[src/rtl/pkg_graybin.sv]
// Shared constants and types for the gray/binary FIFO and its read engine.
// Holds FIFO depth, read-engine defaults and the read FSM state encoding.
package pkg_graybin;

  localparam int DEPTH = 16;

  localparam int DEF_DWIDTH = 8;
  localparam int DEF_BURST_LEN = 10;

  localparam int CNT_W = 16;

  typedef enum logic [1:0] {
    ST_IDLE  = 2'd0,
    ST_READ  = 2'd1,
    ST_DRAIN = 2'd2
  } rd_state_t;

  // Skid slots still committed once this cycle's pop retires.
  function automatic logic [1:0] slots_used(
    input logic [1:0] occ,
    input logic       inflight,
    input logic       pop
  );
    return occ + {1'b0, inflight} - {1'b0, pop};
  endfunction

endpackage

[src/rtl/fifo_rd_skid.sv]
// Two-entry skid buffer between the FIFO read port and the consumer.
// The head register drives the consumer directly; order is preserved.
module fifo_rd_skid
  import pkg_graybin::*;
#(
  parameter int DWIDTH = DEF_DWIDTH
) (
  input  logic              clk,
  input  logic              rst,
  input  logic              push,
  input  logic [DWIDTH-1:0] push_data,
  input  logic              pop,
  output logic [DWIDTH-1:0] data,
  output logic              valid,
  output logic [1:0]        occupancy
);

  logic [DWIDTH-1:0] head;
  logic [DWIDTH-1:0] tail;
  logic [1:0]        occ;
  logic              pop_ok;
  logic              push_ok;

  assign pop_ok  = pop && (occ != 2'd0);
  assign push_ok = push && ((occ != 2'd2) || pop_ok);

  // Shift data toward the head on pop; land new words in the first free slot.
  always_ff @(posedge clk or posedge rst) begin
    if (rst) begin
      head <= '0;
      tail <= '0;
      occ  <= 2'd0;
    end else begin
      unique case ({push_ok, pop_ok})
        2'b10: begin
          if (occ == 2'd0) begin
            head <= push_data;
          end else begin
            tail <= push_data;
          end
          occ <= occ + 2'd1;
        end
        2'b01: begin
          head <= tail;
          occ  <= occ - 2'd1;
        end
        2'b11: begin
          if (occ == 2'd2) begin
            head <= tail;
            tail <= push_data;
          end else begin
            head <= push_data;
          end
        end
        default: begin
        end
      endcase
    end
  end

  assign data      = head;
  assign valid     = (occ != 2'd0);
  assign occupancy = occ;

endmodule

[src/rtl/fifo_rd_engine.sv]
// Burst read engine for the FIFO_top read port.
// Issues BURST_LEN reads per start and streams words through a skid buffer.
module fifo_rd_engine
  import pkg_graybin::*;
#(
  parameter int DWIDTH    = DEF_DWIDTH,
  parameter int BURST_LEN = DEF_BURST_LEN
) (
  input  logic              i_rclk,
  input  logic              i_rrst,
  input  logic              i_start,
  input  logic [DWIDTH-1:0] i_fifo_data,
  input  logic              i_fifo_empty,
  output logic              o_rden,
  output logic [DWIDTH-1:0] o_data,
  output logic              o_valid,
  input  logic              i_ready,
  output logic              o_busy,
  output logic              o_done,
  output logic [CNT_W-1:0]  o_count
);

  localparam logic [CNT_W-1:0] BLEN = CNT_W'(BURST_LEN);
  localparam logic [CNT_W-1:0] LAST = CNT_W'(BURST_LEN - 1);

  rd_state_t        state;
  rd_state_t        nxt;
  logic [CNT_W-1:0] issued;
  logic [CNT_W-1:0] count;
  logic             inflight;
  logic             rden;
  logic             done;
  logic             pop;
  logic [1:0]       occ;
  logic [1:0]       slots;

  assign pop   = o_valid && i_ready;
  // A slot being popped this cycle is free for the next read,
  // which keeps a one-word-per-cycle stream going.
  assign slots = slots_used(occ, inflight, pop);

  fifo_rd_skid #(
    .DWIDTH(DWIDTH)
  ) u_skid (
    .clk       (i_rclk),
    .rst       (i_rrst),
    .push      (inflight),
    .push_data (i_fifo_data),
    .pop       (pop),
    .data      (o_data),
    .valid     (o_valid),
    .occupancy (occ)
  );

  // Next state, read enable and completion pulse.
  always_comb begin
    nxt  = state;
    rden = 1'b0;
    done = 1'b0;
    unique case (state)
      ST_IDLE: begin
        if (i_start) begin
          nxt = ST_READ;
        end
      end
      ST_READ: begin
        rden = !i_fifo_empty
            && (issued < BLEN)
            && (slots < 2'd2);
        if (rden && (issued == LAST)) begin
          nxt = ST_DRAIN;
        end
      end
      ST_DRAIN: begin
        if ((occ == 2'd0) && !inflight) begin
          done = 1'b1;
          nxt  = ST_IDLE;
        end
      end
      default: begin
        nxt = ST_IDLE;
      end
    endcase
  end

  // FSM state register.
  always_ff @(posedge i_rclk or posedge i_rrst) begin
    if (i_rrst) begin
      state <= ST_IDLE;
    end else begin
      state <= nxt;
    end
  end

  // Issue/delivery counters and the one-cycle read-latency tracker.
  always_ff @(posedge i_rclk or posedge i_rrst) begin
    if (i_rrst) begin
      issued   <= '0;
      count    <= '0;
      inflight <= 1'b0;
    end else begin
      inflight <= rden;
      if (state == ST_IDLE) begin
        issued <= '0;
      end else if (rden) begin
        issued <= issued + 1'b1;
      end
      if (pop) begin
        count <= count + 1'b1;
      end
    end
  end

  assign o_rden  = rden;
  assign o_done  = done;
  assign o_busy  = (state != ST_IDLE);
  assign o_count = count;

endmodule

[config.mk]
export PLATFORM = sky130hd
export DESIGN_NAME = fifo_rd_engine
export DESIGN_NICKNAME = d
export VERILOG_FILES = /design/src/rtl/pkg_graybin.sv /design/src/rtl/fifo_rd_skid.sv /design/src/rtl/fifo_rd_engine.sv
export SDC_FILE = /design/constraint.sdc
export NUM_CORES = 1
export LEC_CHECK = 0
export ABC_AREA = 1
export ABC_CLOCK_PERIOD_IN_PS = 5500
export BUFFER_PORTS_ARGS = -buffer_cell sky130_fd_sc_hd__buf_2
export CAP_MARGIN = 20
export CORE_MARGIN = 2
export CORE_UTILIZATION = 49
export CTS_BUF_LIST = sky130_fd_sc_hd__clkbuf_4 sky130_fd_sc_hd__clkbuf_8
export CTS_CLUSTER_SIZE = 12
export DETAILED_ROUTE_END_ITERATION = 10
export PLACE_DENSITY_LB_ADDON = 0.2
export SYNTH_ARGS = -nofsm -noshare
export SYNTH_HDL_FRONTEND = slang
export SYNTH_SLANG_ARGS = --single-unit
[constraint.sdc]
create_clock -name i_rclk -period 5.5 [get_ports i_rclk]
set_clock_uncertainty 0.1 [all_clocks]
set_input_delay 0.55 -clock i_rclk [delete_from_list [all_inputs] [get_ports i_rclk]]
set_output_delay 0.55 -clock i_rclk [all_outputs]
set_load 0.02 [all_outputs]
# Yosys cells after proc, flatten, opt, wreduce, memory -nomap -nowiden
# Index checks and enable logic that the tools add are counted.
# W data, S select, Z words.
# totals
reg_bits	53
elab_cells	66
# classes
addsub	6
n_lt_le_gt_ge	2
eq_ne	14
muxes	16
reduce_logical	21
# op_table
operator	n
$add A16 B1 Y16 const B	2
$mux W16	2
$mux W8	4
$pmux W8 S3	1
$eq A16 B4 Y1 const B	1
$lt A16 B4 Y1 const B	1
$pmux W8 S2	1
$ne A2 B2 Y1 const B	6
$reduce_bool A2 Y1	5
$eq A2 B2 Y1 const B	4
$logic_and A1 B1 Y1	7
$mux W2	3
$pmux W2 S3	1
$reduce_and A3 Y1	2
$eq A2 B1 Y1 const B	2
$logic_not A2 Y1	2
$pmux W2 S2	1
$mux W1	3
$reduce_bool A3 Y1	1
$add A2 B1 Y2	1
$add A2 B1 Y2 const B	1
$logic_not A1 Y1	2
$lt A2 B2 Y1 const B	1
$ne A2 B1 Y1 const B	1
other kinds (4)	4

# Depth between registers and ports, before layout
# Gate-level depths: netlist of the first run.
# logic_depth
depth_word	8
depth_mapped	15
ltp_nobuf	13

# Modules after synthesis
# A second synthesis of the first run with hierarchy kept.
# hier_totals
hier_cells	354
area_unflattened_um2	2797.7
# by_module_without_submodules
module	instances	cells_per_inst	area_per_inst_um2	seq_area_each_um2
fifo_rd_engine	1	196	1697.9	875.8
fifo_rd_skid	1	158	1099.8	450.4

# Worst setup path before layout of the first run
# Ideal clock, no wire load.
# synth_path
path_type	register to output
startpoint	register u_skid.occ[0] (netlist: u_skid.occupancy[0])
endpoint	output o_rden
t_arrival_ns	1.757
required_ns	4.850
slack_ns	3.093
path_stages_with_launch	13
cell_sequence	dfrtp_1 buf_4 nor2_4 nor2_8 buf_6 ha_1 inv_1 nand2_1 inv_1 nand2_1 nand2_1 nand4_2 inv_1
# synth_between
elab_chain_len	6
# synth_rtl
element	line	source
start: declaration	fifo_rd_skid.sv:20	logic [1:0] occ;
start signal: assignment	fifo_rd_skid.sv:41	occ <= occ + 2'd1;
start signal: assignment	fifo_rd_skid.sv:45	occ <= occ - 2'd1;
$reduce_bool A2 Y1	fifo_rd_skid.sv:62	assign valid = (occ != 2'd0);
$logic_and A1 B1 Y1	fifo_rd_engine.sv:37	assign pop = o_valid && i_ready;
via pop	fifo_rd_engine.sv:33	logic pop;
$sub A2 B1 Y2	pkg_graybin.sv:24	return occ + {1'b0, inflight} - {1'b0, pop};
$lt A2 B2 Y1	fifo_rd_engine.sv:69	&& (slots < 2'd2);
$logic_and A1 B1 Y1	fifo_rd_engine.sv:69	
$mux W1	fifo_rd_engine.sv:60	unique case (state)
end: declaration	fifo_rd_engine.sv:14	output logic o_rden,
# The timed path passes the listed nets, and every way through them passes these cells.

# Worst setup path after layout of the first run
# layout_path
startpoint	register u_skid.occ[0] (netlist: u_skid.occupancy[0])
endpoint	output o_rden
# layout_between
elab_chain_len	6
# layout_rtl
element	line
branches (longest 2 deep; another with $add A2 B1 Y2)	-
$sub A2 B1 Y2 *	pkg_graybin.sv:24
$lt A2 B2 Y1 *	fifo_rd_engine.sv:69
$logic_and A1 B1 Y1 *	fifo_rd_engine.sv:69
$mux W1 *	fifo_rd_engine.sv:60
# Every way passes the cells marked *.

==> flow_summary.ini, run 1 <==
[synthesis]
synth.cell_area_sq_um = 2610
synth_top_area_share_pct = 50.7
yosys_warnings = 0
synthTopCellsByArea = dfrtp_1 51%, nand2_1 10%, inv_1 6.7%
yosys_register_bits = 53
yosysUniqueCellTypes = 33
avgSynthCellArea_sq_um = 8.54
synth_nets = 323
synthCells = 306
seq_area_frac_synth_pct = 50.7
synth_top_area_cell = dfrtp_1

[critical_path]
timing.rr.end = issued[1]$_DFFE_PP0P_
crit_arrival_ps = 2320
worstPathMaxFanout = 16
timing.rr.start = u_skid.occupancy[0]$_DFFE_PP0P_
end_kind = output port
critPathLaunchType = flip-flop
path_class = reg -> out
r2r_cells = 12
required_ps = 4850
regToRegSetupSlack_ps = 3370

[clocking]
postCtsHoldBufs = 0
path_clk_slew_ps = 90
root_buffer = clkbuf_8
cts-resized-gates = 0
postCtsSetupBuffers = 0
cts_tree = done
cts-htree-levels = 2
clock_sink_count = 53
numCtsBuffers = 5
ctsLongestPathBuffers = 2
insertion_delay_ps = 300

[floorplan]
fp.dieArea_sq_um = 5930
design.core.area_sq_um = 5140
die_height_microns = 77.0
die_width_microns = 77.0
rows = 26
io_pins = 41
initial_utilization_pct = 50.9

[power]
p_leak_nw = 1.61
pwr-share-comb_pct = 38.4
p_seq_share_pct = 41.8
p_switching_mw = 0.564
total_power_mw = 1.39
p_int_mw = 0.827
peakVddDrop_mv = 0.246
clkPwrFrac_pct = 19.7
sw_frac_of_total_pct = 40.5
power-per-cell-area_nw_per_um2 = 464

[timing]
finalHoldViolCount = 0
rsz0062_at_grt = no
hold_slack_ps = 307
fin_ws_ps = 2530
slew_headroom_pct = 49.8
max_freq_ghz = 0.336
worstMarginPinSlew_ps = 750
post-route-period-util_pct = 54.1
tns_ps = 0
setup_violations = 0
finalMaxSlewViolations = 0
period_minus_slack_ps = 2970

[drt]
wire_per_inst_microns = 11.0
drc_errors = 0
drt-initial-drc-count = 110
drt_wl_total_microns = 4610
drtAntennaViolNets = 0
dr.pass1.iters = 5
vias = 1983
via_per_inst = 4.72

[layout]
finalInstanceArea_sq_um = 2990
diodes = 0
drive_gt1_share_pct = 19.7
nFillCells = 497
multiInputGateArea_sq_um = 1060
nNetsFinal = 366
syn2layout_area_growth_pct = 14.6
final_core_util_pct = 58.3
layout.area.seq_sq_um = 1330
fin_cells = 420

[status]
status = complete, no violations

[global_route]
grt_usage_pct = 17.2
grt_overflow_total = 0
grt_max_degree = 54
grt_pass1_wl_microns = 8300
grt_antenna_before_repair = 0
grt_pass1_vias = 1892

[placement]
dp_hpwl_microns = 3390
dp_slack_ps = 2670
port_buffers = 40
place_congestion = 0.751
dp_cells = 412
placed_cell_area_sq_um = 2870

[flow_run]
maxCapViolCount = 0

[min_path]
hold_class = in -> async
==> metal layers <==
layer	track usage [%]	up-vias	wire (microns)
li1	-	1040	-
met1	24.1	903	2280
met2	26.2	36	2100
met3	4.35	4	186
met4	5.89	0	47
met5	0	-	0
==> power groups by stage <==
stage,sequential [mW],combinational (mW),clock [mW]
after floorplan,0.624,0.372,0
after global placement,0.587,0.532,0
after detailed placement,0.589,0.540,0
after CTS,0.582,0.542,0.285
after global routing,0.598,0.611,0.299
final,0.581,0.534,0.274
==> Yosys cell counts <==
cell type	count
buf_2	1
nand4_1	6
nand4_2	1
inv_2	1
xor2_1	7
xnor2_2	1
nand3_1	21
a21oi_2	1
nor3_1	8
nor2_8	1
inv_4	2
nand3b_1	1
clkbuf_1	1
o211ai_1	1
o21ai_0	8
nor3_2	1
nor3b_1	1
nor2_4	4
o21ai_2	1
o21ai_1	4
a31oi_1	8
o211ai_2	1
buf_6	1
buf_4	2
nand2_1	70
ha_1	4
nand2_4	2
nor2_1	39
dfrtp_1	53
inv_1	47
xnor2_1	4
nand2_2	2
nand3b_4	1
==> layout make-up <==
type                            instances  share of cell area, %
Timing Repair Buffer                   41                   6.94
Multi-Input combinational cell        198                   35.4
Clock buffer                            7                   3.01
Tap cell                               70                   2.93
Clock inverter                          1                   1.00
Inverter                               50                   6.44
Sequential cell                        53                   44.3
==> worst max path at each step <==
stage,endpoint,start,slack [ps],cells after the start
2_1_floorplan,o_rden,u_skid.occupancy[0]$_DFFE_PP0P_,3090,12
3_3_place_gp,o_rden,i_ready,2770,12
3_5_place_dp,o_rden,i_ready,2670,12
4_1_cts,o_rden,u_skid.occupancy[0]$_DFFE_PP0P_,2510,11
5_1_grt,o_rden,u_skid.occupancy[0]$_DFFE_PP0P_,2290,11
6_report,o_rden,u_skid.occupancy[0]$_DFFE_PP0P_,2530,11
==> cells by family after synthesis <==
logic type	after synthesis	synth area share [%]
xor gates and xnor gates	12	4.31
and+or+nand+nor	158	28.7
adders and majority gates	4	1.91
DFF	53	50.7
AOI/OAI and AO/OA	24	5.65
buffers and inverters	55	8.71
==> layout by cell type, fill, tap and decap left out <==
cell,instances
inv_1,46
nor3_2,1
buf_4,1
a31oi_1,8
clkbuf_8,6
nand3b_4,1
o211ai_1,1
nand4_1,6
ha_1,4
xor2_1,7
o211ai_2,1
clkbuf_4,1
nand2_1,70
xnor2_2,1
nand2_4,2
inv_2,2
nand3b_1,1
xnor2_1,4
nand3_1,21
nor2_8,1
dfrtp_1,53
nand4_2,1
o21ai_1,4
nand2_2,2
nor3b_1,1
o21ai_2,1
nor3_1,8
nor2_4,4
inv_4,2
bufinv_16,1
o21ai_0,8
nor2_1,39
a21oi_2,1
buf_2,40
==> sequential cells by signal, indices dropped and copies added, names as in the netlist <==
signal            flops
inflight              1
issued               16
o_count              16
state                 2
u_skid.data           8
u_skid.occupancy      2
u_skid.tail           8
==> worst max-delay path, cell delays in order (launching register included) <==
cell and delay [ps]:
dfrtp_1 580, nor2_4 100, nor2_8 240, ha_1 280, inv_1 50, nand2_1 60
inv_1 60, nand2_1 50, nand2_1 90, nand4_2 180, inv_1 150, buf_2 180
Note: power is estimated with default switching activity, not from simulation.
==> inputs of run 2 (changes only) <==
ABC_CLOCK_PERIOD_IN_PS = 3070   (was 5500)
clock period = 3.07 ns   (was 5.5 ns; I/O delays follow)
==> run 2 against run 1 <==
Register-to-register slack lost 2400 ps. Combinational power up 83%. Routed wire length grew 7.8%. Die area is the same. Worst hold slack worse by 200 ps. Worst setup slack worse by 2200 ps. Critical path type unchanged. Highest routed layer unchanged.
==> flow_summary.ini, run 2 (synthesis gave the netlist of run 1 again) <==
[critical_path]
end_kind = output port
path_buf_inv = 4
slowest_stage = dfrtp_1
regToRegSetupSlack_ps = 930
timing.rr.start = u_skid.occupancy[0]$_DFFE_PP0P_
path_class = reg -> out
path_cells = nor2_4, nor2_8, ha_1, inv_1, nand2_1, inv_1, nand2_1, nand2_1, nand4_2, inv_1, buf_2
required_ps = 2660
cp_top_family = simple AND/OR/NAND/NOR gates
critPathLaunchType = flip-flop
r2r_cells = 12
max_stage_delay_ps = 590
timing.rr.end = issued[0]$_DFFE_PP0P_
crit_arrival_ps = 2340
worstPathMaxFanout = 16

[flow_run]
maxCapViolCount = 0

[global_route]
grt_antenna_before_repair = 0
grt_pass1_wl_microns = 8650
grt_max_degree = 25
grt_overflow_total = 0
grt_pass1_vias = 1885
grt_usage_pct = 18.0

[drt]
drt-initial-drc-count = 73
vias = 1993
wire_per_inst_microns = 11.7
drc_errors = 0
dr.pass1.iters = 4
drtAntennaViolNets = 0
drt_wl_total_microns = 4970
via_per_inst = 4.71

[timing]
setup_violations = 0
worstMarginPinSlew_ps = 637
finalMaxSlewViolations = 0
post-route-period-util_pct = 89.5
period_minus_slack_ps = 2750
rsz0062_at_grt = no
tns_ps = 0
finalHoldViolCount = 0
slew_headroom_pct = 57.5
fin_ws_ps = 321
max_freq_ghz = 0.364

[clocking]
cts-resized-gates = 0
path_clk_slew_ps = 90
postCtsSetupBuffers = 0
clock_sink_count = 53
cts-htree-levels = 2
root_buffer = clkbuf_8
cts_tree = done
ctsLongestPathBuffers = 2
insertion_delay_ps = 300
numCtsBuffers = 5

[power]
peakVddDrop_mv = 0.421
power-per-cell-area_nw_per_um2 = 818
p_leak_nw = 1.61

[floorplan]
initial_utilization_pct = 50.9
die_width_microns = 77.0
fp.dieArea_sq_um = 5930
rows = 26
design.core.area_sq_um = 5140
die_height_microns = 77.0
io_pins = 41

[layout]
diodes = 0
syn2layout_area_growth_pct = 14.8
final_common_cell = nand2_1
final_cell_mix = 70 x nand2_1, 53 x dfrtp_1, 46 x inv_1, 40 x buf_2, 39 x nor2_1
nNetsFinal = 369
drive_gt1_share_pct = 20.1
nFillCells = 516

[status]
status = complete, no violations

[placement]
port_buffers = 40
dp_hpwl_microns = 3620
dp_slack_ps = 656
place_congestion = 0.778

[min_path]
hold_start = i_start
whs_path_depth = 3
min_to = state[0]$_DFFE_PP0P_
hold_class = in -> reg
==> run 2: cell count changes in the layout (fill, tap and decap cells not counted) <==
cell / change
buf_4: +2
bufinv_16: -1
clkbuf_4: -1
clkbuf_8: +1
clkinv_2: +1
dlygate4sd3_1: +1
==> run 2: metal layers <==
metal | wire (microns) | up-vias | GRT usage [%]
li1 | - | 1048 | -
met1 | 2420 | 907 | 24.5
met2 | 2290 | 34 | 28.2
met3 | 214 | 4 | 4.71
met4 | 41 | 0 | 5.54
met5 | 0 | - | 0
==> run 2: worst reg2reg max path: cells and delay by family (launching register included) <==
| kind | cells | cell delay, ps |
|---|---|---|
| adders and majority gates | 1 | 280 |
| buffers and inverters | 3 | 280 |
| DFF | 1 | 590 |
| and+or+nand+nor | 8 | 840 |
==> run 2: where the power goes <==
part | internal (mW) | switching, mW | leakage, nW
Sequential | 0.880 | 0.167 | 0.682
Clock | 0.204 | 0.226 | 0.0542
Combinational | 0.333 | 0.642 | 0.878
Total | 1.42 | 1.04 | 1.61
==> run 2: metrics by stage <==
step / total power [mW] / instances / cell area [sq um] / util [%] / hold WS (ps)
floorplan: 1.78 / 306 / 2610 / - / 324
global placement: 2.01 / 414 / 2890 / 56.2 / 268
detailed placement: 2.04 / 414 / 2890 / 56.2 / 270
CTS: 2.48 / 423 / 3000 / 58.4 / 106
global route: 2.64 / 423 / 3000 / 58.4 / 103
finish: 2.45 / 423 / 3000 / 58.4 / 110
==> run 2: repair_timing <==
item                                    CTS  global route
hold buffers                              1             0
endpoints found under the hold margin    22             0
endpoints found under the setup margin    0             0
==> run 2: cell type report <==
cell class                      count  area (sq um)  area share (%)
Timing Repair Buffer               44           233            7.76
Inverter                           50           193            6.42
Tap cell                           70          87.6            2.92
Clock inverter                      1          5.00           0.167
Sequential cell                    53          1330            44.2
Clock buffer                        7          96.3            3.21
Multi-Input combinational cell    198          1060            35.3
==> run 2: worst max path at each step <==
stage	startpoint	end	slack, ps	cells after the start
2_1_floorplan	u_skid.occupancy[0]$_DFFE_PP0P_	o_rden	910	12
3_3_place_gp	u_skid.occupancy[0]$_DFFE_PP0P_	o_rden	770	11
3_5_place_dp	u_skid.occupancy[0]$_DFFE_PP0P_	o_rden	660	11
4_1_cts	u_skid.occupancy[0]$_DFFE_PP0P_	o_rden	310	11
5_1_grt	u_skid.occupancy[0]$_DFFE_PP0P_	o_rden	140	11
6_report	u_skid.occupancy[0]$_DFFE_PP0P_	o_rden	320	11
==> inputs of run 3 (changes only) <==
ABC_AREA = 0   (was 1)
ABC_CLOCK_PERIOD_IN_PS = 2500   (was 3070)
CAP_MARGIN = 40   (was 20)
clock period = 2.5 ns   (was 3.07 ns; I/O delays follow)
==> run 3 against run 2 <==
The flow now finishes with violations (hold timing). Clock-buffer cell count fell by 2. Die area fell by 10%. Sequential power rose by 23%. Worst hold slack got worse by 110 ps. Sequential cell count did not move. Routed wire length fell by 18%. Synthesized cell count fell by 33%. Sequential share of layout area rose by 3.6 points. Via count fell by 19%. Final cell count fell by 26%. Clock power rose by 29%. Largest power group unchanged. Highest routed layer unchanged.
==> flow_summary.ini, run 3 <==
[status]
status = finished with violations
violations = hold timing

[synthesis]
yosys-top-cells-count = 53 x dfrtp_1, 23 x nand2_1, 12 x o21ai_0, 12 x xnor2_1
synth_nets = 223
synth_top_area_cell = dfrtp_1
synthFlopType = dfrtp_1
avgSynthCellArea_sq_um = 11.3
synthMostInstantiatedCell = dfrtp_1
synthTopCellsByArea = dfrtp_1 57%, mux2i_1 4.7%, xnor2_1 4.5%
synth_top_area_share_pct = 57.0
synthArstFlopShare_pct = 100
synth-edff-count = 0
yosysUniqueCellTypes = 36
synthCells = 206
seq_area_frac_synth_pct = 57.0
yosys_register_bits = 53
synth.cell_area_sq_um = 2330
yosys_warnings = 0

[layout]
final_core_util_pct = 59.5
diodes = 0
final_cell_mix = 53 x dfrtp_1, 39 x buf_2, 23 x nand2_1, 12 x o21ai_0
nFillCells = 407
syn2layout_area_growth_pct = 19.3
drive_gt1_share_pct = 29.6
fin_cells = 311
nNetsFinal = 274
final_common_cell = dfrtp_1

[floorplan]
initial_utilization_pct = 49.9
fp.dieArea_sq_um = 5310
die_height_microns = 72.9
die_width_microns = 72.9
io_pins = 41
design.core.area_sq_um = 4660
rows = 25

[drt]
via_per_inst = 5.20
dr.pass1.iters = 4
drt_wl_total_microns = 4080
drtAntennaViolNets = 0
vias = 1616
drt-initial-drc-count = 62
wire_per_inst_microns = 13.1
drc_errors = 0

[timing]
finalMaxSlewViolations = 0
finalHoldViolCount = 1
period_minus_slack_ps = 2390
worstMarginPinSlew_ps = 650
setup_violations = 0
hold_slack_ps = -2.88
slew_headroom_pct = 56.7
max_freq_ghz = 0.419
post-route-period-util_pct = 95.5

[clocking]
cts-htree-levels = 2
root_buffer = clkbuf_8
insertion_delay_ps = 300
numCtsBuffers = 5
path_clk_slew_ps = 90
cts_tree = done
postCtsHoldBufs = 0
clock_sink_count = 53
ctsLongestPathBuffers = 2

[power]
total_power_mw = 3.08
power-per-cell-area_nw_per_um2 = 1110
peakVddDrop_mv = 0.471
p_leak_nw = 1.43

[global_route]
grt_pass1_vias = 1509
grt_pass1_wl_microns = 6890
grt_usage_pct = 17.0
grt_antenna_before_repair = 0
grt_overflow_total = 0
grt_max_degree = 54

[critical_path]
crit_arrival_ps = 2040
critPathLaunchType = flip-flop
path_cells = o21ai_4, inv_1, ha_1, xor2_2, xnor2_2, and4_4, buf_4
path_class = reg -> out
max_stage_delay_ps = 430
required_ps = 2150
timing.rr.end = issued[11]$_DFFE_PP0P_
regToRegSetupSlack_ps = 360
end_kind = output port
worstPathMaxFanout = 5
slowest_stage = dfrtp_1
r2r_cells = 8
timing.rr.start = u_skid.occupancy[0]$_DFFE_PP0P_

[placement]
dp_hpwl_microns = 2830
place_congestion = 0.770
port_buffers = 40
dp_cells = 299

[flow_run]
maxCapViolCount = 0

[min_path]
hold_class = in -> async
run 3: routing by layer:
| layer | share of wire, % | track usage (%) |
|---|---|---|
| met2 | 46 | 26.6 |
| met3 | 5.0 | 4.83 |
| met5 | 0 | 0 |
| met1 | 48 | 22.8 |
| met4 | 1.6 | 6.38 |
run 3: timing repair:
action	CTS	global route
gates cloned	0	0
buffers inserted	0	5
pin swaps	1	3
setup endpoints to repair	1	1
gates resized for setup	2	4
run 3: area by class of cell:
type	instances	area [sq um]	share of cell area, %
inverters	8	30.0	1.08
well taps	54	67.6	2.44
repair buffers	49	270	9.74
clock inverters	2	35.0	1.26
flip-flops and latches	53	1330	47.8
multi-input cells	140	976	35.2
clock buffers	5	68.8	2.48
run 3: cell families (layout without fill, tap and decap cells):
group | after synthesis | count (layout) | share of synthesized area, %
and+or+nand+nor | 79 | 79 | 18.3
DFF | 53 | 53 | 57.0
AOI/OAI and AO/OA | 21 | 21 | 5.27
muxes | 19 | 19 | 8.61
xor gates and xnor gates | 17 | 17 | 6.40
buffers and inverters | 13 | 64 | 2.21
adders and majority gates | 4 | 4 | 2.15
run 3: worst max-delay path by stage:
stage	startpoint	to	slack [ps]
3_5_place_dp	u_skid.occupancy[1]$_DFFE_PP0P_	o_rden	300
3_3_place_gp	u_skid.occupancy[1]$_DFFE_PP0P_	o_rden	310
4_1_cts	u_skid.occupancy[1]$_DFFE_PP0P_	o_rden	10
6_report	u_skid.occupancy[0]$_DFFE_PP0P_	o_rden	110
2_1_floorplan	u_skid.occupancy[1]$_DFFE_PP0P_	issued[0]$_DFFE_PP0P_	280
5_1_grt	u_skid.occupancy[0]$_DFFE_PP0P_	o_rden	-20
run 3: power breakdown:
group          switching (mW)  internal, mW  leakage [nW]
sequential              0.198          1.09         0.684
combinational           0.678         0.560         0.688
clock                   0.262         0.291        0.0540
total                    1.14          1.94          1.43
run 3: worst max-delay path: cells and delay by family, from the launching register on:
family | cells | cell delay (ps)
AOI/OAI and AO/OA | 1 | 190
xor gates and xnor gates | 2 | 400
adders and majority gates | 1 | 230
buffers and inverters | 2 | 210
DFF | 1 | 430
and+or+nand+nor | 1 | 270
run 3: stage by stage:
stage	setup WS, ps	instance area (sq um)	hold WS [ps]	TNS, ps
global route	-24.9	2770	65.1	-24.9
finish	111	2770	-2.88	0
global placement	315	2600	357	0
detailed placement	298	2600	364	0
floorplan	283	2330	301	0
CTS	10.9	2720	23.1	0
